## src/rtl/uart_tx_fifo_pkg.sv

```systemverilog
// Shared definitions for the UART transmit FIFO: sequencer state codes and timing defaults.
package uart_tx_fifo_pkg;

  localparam logic [1:0] IDLE      = 2'd0;
  localparam logic [1:0] WAIT_BUSY = 2'd1;
  localparam logic [1:0] WAIT_DONE = 2'd2;

  localparam int BUSY_TIMEOUT_DEFAULT = 3;

  // Width of a down-counter that must hold max_val; never narrower than one bit.
  function automatic int timer_width(input int max_val);
    return (max_val < 1) ? 1 : $clog2(max_val + 1);
  endfunction

endpackage

```

## src/rtl/uart_tx_fifo_if.sv

```systemverilog
// Producer-side write port, FIFO status and transmitter handshake of uart_tx_fifo.
interface uart_tx_fifo_if #(
  parameter int ADDR_W = 4
);

  logic              wr_en;
  logic [7:0]        wr_data;
  logic              full;
  logic              empty;
  logic [ADDR_W:0]   count;
  logic              overflow;
  logic              txd_start;
  logic [7:0]        txd_data;
  logic              txd_busy;

  modport master (
    output wr_en, wr_data, txd_busy,
    input  full, empty, count, overflow, txd_start, txd_data
  );

  modport slave (
    input  wr_en, wr_data, txd_busy,
    output full, empty, count, overflow, txd_start, txd_data
  );

endinterface

```

## src/rtl/uart_tx_fifo_sync_fifo.sv

```systemverilog
// Generic synchronous FIFO with registered read port, registered flags and sticky overflow.
module sync_fifo #(
  parameter int DEPTH  = 16,
  parameter int ADDR_W = 4,
  parameter int WIDTH  = 8
) (
  input  logic              clk,
  input  logic              reset_n,
  input  logic              wr_en,
  input  logic [WIDTH-1:0]  wr_data,
  input  logic              rd_en,
  output logic [WIDTH-1:0]  rd_data,
  output logic              full,
  output logic              empty,
  output logic [ADDR_W:0]   count,
  output logic              overflow
);

  logic [WIDTH-1:0]  mem [DEPTH];
  logic [ADDR_W-1:0] wr_ptr_reg;
  logic [ADDR_W-1:0] rd_ptr_reg;
  logic [ADDR_W:0]   count_reg;
  logic [ADDR_W:0]   count_next;
  logic              full_reg;
  logic              empty_reg;
  logic              overflow_reg;
  logic [WIDTH-1:0]  rd_data_reg;
  logic              push;
  logic              pop;

  // A pop frees a slot in the same cycle, so a write to a full FIFO is still taken then.
  assign pop  = rd_en && !empty_reg;
  assign push = wr_en && (!full_reg || pop);

  always_comb begin
    count_next = count_reg;
    if (push && !pop) begin
      count_next = count_reg + 1'b1;
    end else if (pop && !push) begin
      count_next = count_reg - 1'b1;
    end
  end

  always_ff @(posedge clk) begin
    if (push) begin
      mem[wr_ptr_reg] <= wr_data;
    end
  end

  always_ff @(posedge clk) begin
    if (!reset_n) begin
      wr_ptr_reg   <= '0;
      rd_ptr_reg   <= '0;
      count_reg    <= '0;
      full_reg     <= 1'b0;
      empty_reg    <= 1'b1;
      overflow_reg <= 1'b0;
      rd_data_reg  <= '0;
    end else begin
      if (push) begin
        wr_ptr_reg <= wr_ptr_reg + 1'b1;
      end
      if (pop) begin
        rd_ptr_reg  <= rd_ptr_reg + 1'b1;
        rd_data_reg <= mem[rd_ptr_reg];
      end
      count_reg <= count_next;
      full_reg  <= (count_next == (ADDR_W + 1)'(DEPTH));
      empty_reg <= (count_next == '0);
      if (wr_en && full_reg && !pop) begin
        overflow_reg <= 1'b1;
      end
    end
  end

  assign rd_data  = rd_data_reg;
  assign full     = full_reg;
  assign empty    = empty_reg;
  assign count    = count_reg;
  assign overflow = overflow_reg;

endmodule

```

## src/rtl/uart_tx_fifo.sv

```systemverilog
// Byte FIFO feeding async_transmitter: absorbs bursts and issues one start pulse per byte.
module uart_tx_fifo
  import uart_tx_fifo_pkg::*;
#(
  parameter int DEPTH        = 16,
  parameter int ADDR_W       = 4,
  parameter int BUSY_TIMEOUT = BUSY_TIMEOUT_DEFAULT
) (
  input  logic           clk,
  input  logic           reset_n,
  uart_tx_fifo_if.slave  bus
);

  localparam int TIMER_W = timer_width(BUSY_TIMEOUT);

  logic [1:0]         state_reg;
  logic [1:0]         state_next;
  logic [TIMER_W-1:0] timer_reg;
  logic [TIMER_W-1:0] timer_next;
  logic               start_reg;
  logic               start_next;
  logic               fifo_empty;
  logic               pop;

  assign pop = (state_reg == IDLE) && !fifo_empty && !bus.txd_busy;

  sync_fifo #(
    .DEPTH  (DEPTH),
    .ADDR_W (ADDR_W),
    .WIDTH  (8)
  ) u_fifo (
    .clk      (clk),
    .reset_n  (reset_n),
    .wr_en    (bus.wr_en),
    .wr_data  (bus.wr_data),
    .rd_en    (pop),
    .rd_data  (bus.txd_data),
    .full     (bus.full),
    .empty    (fifo_empty),
    .count    (bus.count),
    .overflow (bus.overflow)
  );

  always_comb begin
    state_next = state_reg;
    timer_next = timer_reg;
    start_next = 1'b0;
    case (state_reg)
      IDLE: begin
        if (pop) begin
          start_next = 1'b1;
          timer_next = TIMER_W'(BUSY_TIMEOUT);
          state_next = WAIT_BUSY;
        end
      end
      WAIT_BUSY: begin
        // The start-pulse cycle is not part of the timeout: busy cannot have risen yet.
        if (bus.txd_busy) begin
          state_next = WAIT_DONE;
        end else if (timer_reg == '0) begin
          state_next = IDLE;
        end else begin
          timer_next = timer_reg - 1'b1;
        end
      end
      WAIT_DONE: begin
        if (!bus.txd_busy) begin
          state_next = IDLE;
        end
      end
      default: begin
        state_next = IDLE;
      end
    endcase
  end

  always_ff @(posedge clk) begin
    if (!reset_n) begin
      state_reg <= IDLE;
      timer_reg <= '0;
      start_reg <= 1'b0;
    end else begin
      state_reg <= state_next;
      timer_reg <= timer_next;
      start_reg <= start_next;
    end
  end

  assign bus.empty     = fifo_empty;
  assign bus.txd_start = start_reg;

endmodule

```

## src/flat_wrapper.sv

```systemverilog
// flat-port wrapper written by rule: the top's interface ports become plain ports
module uart_tx_fifo_flat import uart_tx_fifo_pkg::*;
#(
  parameter int DEPTH        = 16,
  parameter int ADDR_W       = 4,
  parameter int BUSY_TIMEOUT = BUSY_TIMEOUT_DEFAULT
)
  (clk, reset_n, bus_wr_en, bus_wr_data, bus_txd_busy, bus_full, bus_empty, bus_count, bus_overflow, bus_txd_start, bus_txd_data);
  uart_tx_fifo_if #(.ADDR_W(ADDR_W)) bus_i ();
  input  logic clk;
  input  logic reset_n;
  input wire logic [$bits(bus_i.wr_en)-1:0] bus_wr_en;
  input wire logic [$bits(bus_i.wr_data)-1:0] bus_wr_data;
  input wire logic [$bits(bus_i.txd_busy)-1:0] bus_txd_busy;
  output wire logic [$bits(bus_i.full)-1:0] bus_full;
  output wire logic [$bits(bus_i.empty)-1:0] bus_empty;
  output wire logic [$bits(bus_i.count)-1:0] bus_count;
  output wire logic [$bits(bus_i.overflow)-1:0] bus_overflow;
  output wire logic [$bits(bus_i.txd_start)-1:0] bus_txd_start;
  output wire logic [$bits(bus_i.txd_data)-1:0] bus_txd_data;
  assign bus_i.wr_en = bus_wr_en;
  assign bus_i.wr_data = bus_wr_data;
  assign bus_i.txd_busy = bus_txd_busy;
  assign bus_full = bus_i.full;
  assign bus_empty = bus_i.empty;
  assign bus_count = bus_i.count;
  assign bus_overflow = bus_i.overflow;
  assign bus_txd_start = bus_i.txd_start;
  assign bus_txd_data = bus_i.txd_data;
  uart_tx_fifo #(.DEPTH(DEPTH), .ADDR_W(ADDR_W), .BUSY_TIMEOUT(BUSY_TIMEOUT)) u_core (.clk(clk), .reset_n(reset_n), .bus(bus_i));
endmodule
```

## config.mk

```make
export PLATFORM = sky130hd
export DESIGN_NAME = uart_tx_fifo_flat
export DESIGN_NICKNAME = d
export VERILOG_FILES = /design/src/rtl/uart_tx_fifo_pkg.sv /design/src/rtl/uart_tx_fifo_if.sv /design/src/rtl/uart_tx_fifo_sync_fifo.sv /design/src/rtl/uart_tx_fifo.sv /design/src/flat_wrapper.sv
export SDC_FILE = /design/constraint.sdc
export NUM_CORES = 1
export LEC_CHECK = 0
export CAP_MARGIN = 20
export CORE_MARGIN = 2
export CORE_UTILIZATION = 62
export CTS_BUF_LIST = sky130_fd_sc_hd__clkbuf_4
export CTS_CLUSTER_SIZE = 40
export DETAILED_ROUTE_END_ITERATION = 7
export PLACE_DENSITY_LB_ADDON = 0.05
export SYNTH_ARGS = -nofsm -noshare
export SYNTH_HDL_FRONTEND = slang
export SYNTH_SLANG_ARGS = --single-unit
```

## constraint.sdc

```tcl
create_clock -name clk -period 3.1 [get_ports clk]
set_clock_uncertainty 0.05 [all_clocks]
set_input_delay 0.31 -clock clk [delete_from_list [all_inputs] [get_ports clk]]
set_output_delay 0.31 -clock clk [all_outputs]
set_load 0.1 [all_outputs]
```

## Yosys cells after proc, flatten, opt, wreduce, memory -nomap -nowiden

Memory sizes are Yosys's and may differ from the RTL's. A register that Yosys moved wholly into a read port is not among the register bits.
Index checks and enable logic that the tools add are counted.

- Bits in writable memories: 128
- Memory bits (read-only): 0
- Latch bits: 0
- Output and inout port bits: 17
- Bits of input ports: 12
- Memories kept: 1
- Register bits: 21

Memories:

| name | words | bits a word | read ports | clocked after memory_dff | wr ports | line | source |
|---|---|---|---|---|---|---|---|
| u_core.u_fifo.mem | 16 | 8 | 1 | 1 | 1 | uart_tx_fifo_sync_fifo.sv:19 | `logic [WIDTH-1:0] mem [DEPTH];` |

- Order comparisons: 0
- Equality and inequality tests: 8
- $mul: 0
- Muxes and demuxes: 14
- Shifts and indexed selects: 0
- Divide/modulo/power cells: 0
- Reduce and logical (&&, ||, !) cells: 22
- Add/sub/neg operators: 5
- Bitwise gates (word level): 0

Operators by type and width:

| operator | number |
|---|---|
| $mux 2 | 7 |
| $mux 5 | 2 |
| $add 4x1->4 const B | 2 |
| $logic_and 1x1->1 | 8 |
| $ne 2x2->1 const B | 4 |
| $logic_not 1->1 | 6 |
| $pmux 2 s3 | 1 |
| $add 5x1->5 const B | 1 |
| $eq 5x5->1 const B | 1 |
| $logic_not 5->1 | 1 |
| $sub 5x1->5 const B | 1 |
| $logic_not 2->1 | 2 |
| $pmux 2 s2 | 1 |
| $reduce_and 4->1 | 1 |
| $mux 1 | 3 |
| $ne 3x2->1 const B | 1 |
| $reduce_and 3->1 | 1 |
| $eq 2x1->1 const B | 1 |
| $eq 2x2->1 const B | 1 |
| $reduce_and 2->1 | 1 |
| $reduce_bool 2->1 | 1 |
| $sub 2x1->2 const B | 1 |
| $logic_or 1x1->1 | 1 |

## Logic depth before layout (Yosys ltp)

- Depth after elaboration: 11
- Mapped depth: 6

## Cells and area by module

A second synthesis with hierarchy kept.

- Cells, all modules: 357
- Area, all modules: 6231.0 µm²

By module, submodules not included:

| module | area an instance (µm²) | seq. area each (µm²) | cells an instance | instances |
|---|---|---|---|---|
| sync_fifo | 5990.7 | 4324.1 | 331 | 1 |
| uart_tx_fifo | 240.2 | 100.1 | 26 | 1 |

## Least setup slack after synthesis

OpenSTA, ideal clock, no wires.

- Kind: reg2reg
- From: reg u_core.u_fifo.empty_reg (netlist: u_core.u_fifo.empty)
- To: mem u_core.u_fifo.mem[0][0] (enable)
- Data required time: 2667 ps
- Arrival: 2260 ps
- Path slack: 407 ps
- Library setup time: 383 ps
- Stages on the path, launching flop included: 6
- Clock period less this slack: 2693 ps
- Cells stage by stage: dfxtp_1 o41ai_1 and2_1 buf_2 nand2_1 nor3_1

- Word-level cells in the longest chain between the ends: 8

Ends and longest elaborated chain:

| element | line | source |
|---|---|---|
| start, declared | uart_tx_fifo_sync_fifo.sv:25 | `logic empty_reg;` |
| start signal, assigned | uart_tx_fifo_sync_fifo.sv:69 | `empty_reg <= (count_next == '0);` |
| $logic_not 1->1 * | uart_tx_fifo_sync_fifo.sv:32, uart_tx_fifo.sv:25 |  |
| $logic_and 1x1->1 (2 in a row) | uart_tx_fifo.sv:25 | `assign pop = (state_reg == IDLE) && !fifo_empty && !bus.txd_busy;` |
| $logic_and 1x1->1 * | uart_tx_fifo_sync_fifo.sv:32 | `assign pop = rd_en && !empty_reg;` |
| $logic_or 1x1->1 * | uart_tx_fifo_sync_fifo.sv:33 | `assign push = wr_en && (!full_reg \|\| pop);` |
| $logic_and 1x1->1 * | uart_tx_fifo_sync_fifo.sv:33 |  |
| $mux 1 * | uart_tx_fifo_sync_fifo.sv:45 | `if (push) begin` |
| $mux 1 (implied by the code) * | uart_tx_fifo_sync_fifo.sv:46 | `mem[wr_ptr_reg] <= wr_data;` |
| end, declared | uart_tx_fifo_sync_fifo.sv:19 |  |

Mark *: on every way between the ends. The rest lies on a longest branch, timed or not.

## Worst setup path after layout

- From: reg u_core.u_fifo.count_reg[4] (netlist: u_core.u_fifo.count[4])
- To: out bus_count[4]

RTL lines:

| element | line | source |
|---|---|---|
| start, declared | uart_tx_fifo_sync_fifo.sv:22 | `logic [ADDR_W:0] count_reg;` |
| start signal, assigned | uart_tx_fifo_sync_fifo.sv:67 | `count_reg <= count_next;` |
| end, declared | flat_wrapper.sv:17 | `output wire logic [$bits(bus_i.count)-1:0] bus_count;` |

No word-level cell between the ends.

==> metrics.cfg <==
[clock_tree]
numCtsBuffers = 17
htreeDepth = 4
cts_hold_buf = 0
clk_pin_slew_worst_paths_ns = 0.13
cts_resized = 0
clock_sinks = 157
post_cts_buffers = 0
cts_tree = built
cts_root_buffer = clkbuf_4
clock_latency_ns = 0.53
cts_buffer_depth = 2

[setup_path]
critical_path.cell_chain = clkdlybuf4s50_1
critPathCaptureType = output pin
worstPathRequired_ns = 2.74
slowest_delay_ns = 1.15
path_class = reg -> out
cp_max_fo = 4
path_buf_inv = 1
crit_slowest_cell = clkdlybuf4s50_1
worstPathArrival_ns = 2.08
cpLargestDelayFamily = buffers and inverters
start_kind = flop

[floorplan]
die_h_um = 105
fp.dieW_um = 105
die-area_um2 = 10900
initial_utilization = 0.639
core_area_um2 = 9820
num_rows = 36
ios = 29

[routing]
vias = 3455
viasPerCell = 6.16
drt-total-wl_um = 12300
top_layer = met4
met3_length_um = 932
dr.first_iter.drc_count = 278
drc = 0
ant_nets = 0
wl_met1_um = 5360
first_pass_iters = 7
wl_met2_um = 5790
wl_per_cell_um = 21.8

[synth]
syn_inst = 366
synth_fp_nets = 386
synth_top_cell_by_area = edfxtp_1
synth_area_um2 = 6270
yosysWarnings = 0
synth.avg_cell_area_um2 = 17.1
synthTopCellsByArea = edfxtp_1 61%, mux4_2 11%, dfxtp_1 9.3%, a22oi_1 1.9%, ha_1 1.6%
synth-seq-cells = 157
synth_seq_area_share = 0.705
synth_top_area_share = 0.613
ys_types = 48
synth_flop_cell = edfxtp_1
async_flop_share = 0
synth-edff-count = 128

[job]
drv_cap = 0

[finish]
final_common_cell = edfxtp_1
largest_reg_flops = 128
final_cell_mix = 128 x edfxtp_1, 32 x mux4_2, 28 x buf_4, 28 x dfxtp_1, 26 x nor2_1
nFillCells = 682
final_area_um2 = 7030
seq_area_um2 = 4430
multi_input_comb_area_um2 = 1700
drive_above_1_share = 0.234
syn_to_final_growth_pct = 12.1
n_antenna_cell = 0
fin_nets = 435

[global_route]
grt_pass1_wl_um = 19400
first_global_vias = 3421
grt_max_degree = 36
grtUsageTotal = 0.243
antenna_found_initial = 0
overflow = 0

[timing]
rsz0062_at_grt = false
relSlewSlack = 0.349
setup_viol_count_final = 0
slew_violations = 0
worst_pin_slew_ns = 0.973
period_share = 0.787
max_freq_mhz = 410
finalHoldViolations = 0
tns_ns = 0
post-route-min-period_ns = 2.44

[power_and_ir_drop]
power_density_nw_per_um2 = 587
ir_drop_uv = 342
leakage_nw = 2.29

[placement]
gp_congestion = 0.818
dpl.hpwl_um = 7880
placed_area_um2 = 6780
io_buffers = 28

[hold_path]
holdCritPathClass = reg -> reg

[run_status]
status = completed

[per-layer routing]
| layer | vias to the layer above | track usage |
|---|---|---|
| li1 | 1552 | - |
| met1 | 1737 | 0.361 |
| met2 | 149 | 0.354 |
| met3 | 17 | 0.0649 |
| met4 | 0 | 0.0886 |
| met5 | - | 0 |
[worst register-to-register path, cell delays in order (launching register included)]
cell and delay (ns):
dfxtp_1 0.37, o41ai_1 0.54, and2_1 0.37, nand2_1 0.20
nor3_1 0.18, buf_4 0.20
[synth_stat cells, types with 3 or more instances]
cell type / number
ha_1: 8
a22oi_1: 16
a21oi_1: 11
a31o_1: 5
nor2b_1: 3
xnor2_1: 6
and2_1: 3
buf_2: 4
nor3_1: 6
nand2_1: 13
buf_1: 6
xor2_1: 5
nor2_1: 26
nor4_1: 3
dfxtp_1: 29
nand2b_1: 3
a31o_2: 3
nand3_1: 3
mux4_2: 32
clkbuf_1: 7
edfxtp_1: 128
inv_1: 10
[worst paths after layout]
check / slack, ns / startpoint / depth (start not counted) / to
setup / recovery: 0.66 / u_core.u_fifo.count[4] / 1 / bus_count[4]
hold / removal: 0.43 / u_core.timer_reg[0] / 1 / u_core.timer_reg[0]
setup reg to reg: 0.93 / u_core.state_reg[1] / 5 / u_core.u_fifo.mem[0][3]
hold reg to reg: 0.43 / u_core.timer_reg[0] / 1 / u_core.timer_reg[0]
[cell families (layout without fill, tap and decap cells)]
logic type / Yosys count / count (layout) / synth area share
adders and majority gates: 8 / 8 / 0.0160
muxes: 35 / 35 / 0.120
AOI/OAI and AO/OA: 48 / 48 / 0.0567
and+or+nand+nor: 76 / 76 / 0.0638
buffers and inverters: 31 / 93 / 0.0229
xor gates and xnor gates: 11 / 11 / 0.0154
DFF: 157 / 157 / 0.705
[area by class of cell]
class                      instances  share of cell area
clock inverter                    12              0.0141
inverter                          10             0.00534
clock buffer                      20              0.0213
sequential                       157               0.629
timing repair buffer              51              0.0640
multi-input combinational        178               0.242
tap                              133              0.0237
[per-stage QoR]
| step | cells | util | hold WS [ns] | power, mW | setup WS, ns |
|---|---|---|---|---|---|
| after floorplan | 366 | - | 0.359 | 2.91 | 0.407 |
| after global placement | 529 | 0.691 | 0.399 | 3.08 | 0.632 |
| after detailed placement | 529 | 0.691 | 0.410 | 3.09 | 0.525 |
| after CTS | 561 | 0.716 | 0.401 | 4.16 | 0.605 |
| after global routing | 561 | 0.716 | 0.443 | 4.29 | 0.572 |
| final | 561 | 0.716 | 0.428 | 4.13 | 0.660 |
[power breakdown]
part / internal [mW] / switching [mW] / leakage, nW / total, mW
logic: 0.243 / 0.419 / 0.767 / 0.661
registers: 2.34 / 0.0440 / 1.39 / 2.38
clock network: 0.414 / 0.675 / 0.126 / 1.09
total: 2.99 / 1.14 / 2.29 / 4.13
(Power assumes the default switching activity.)
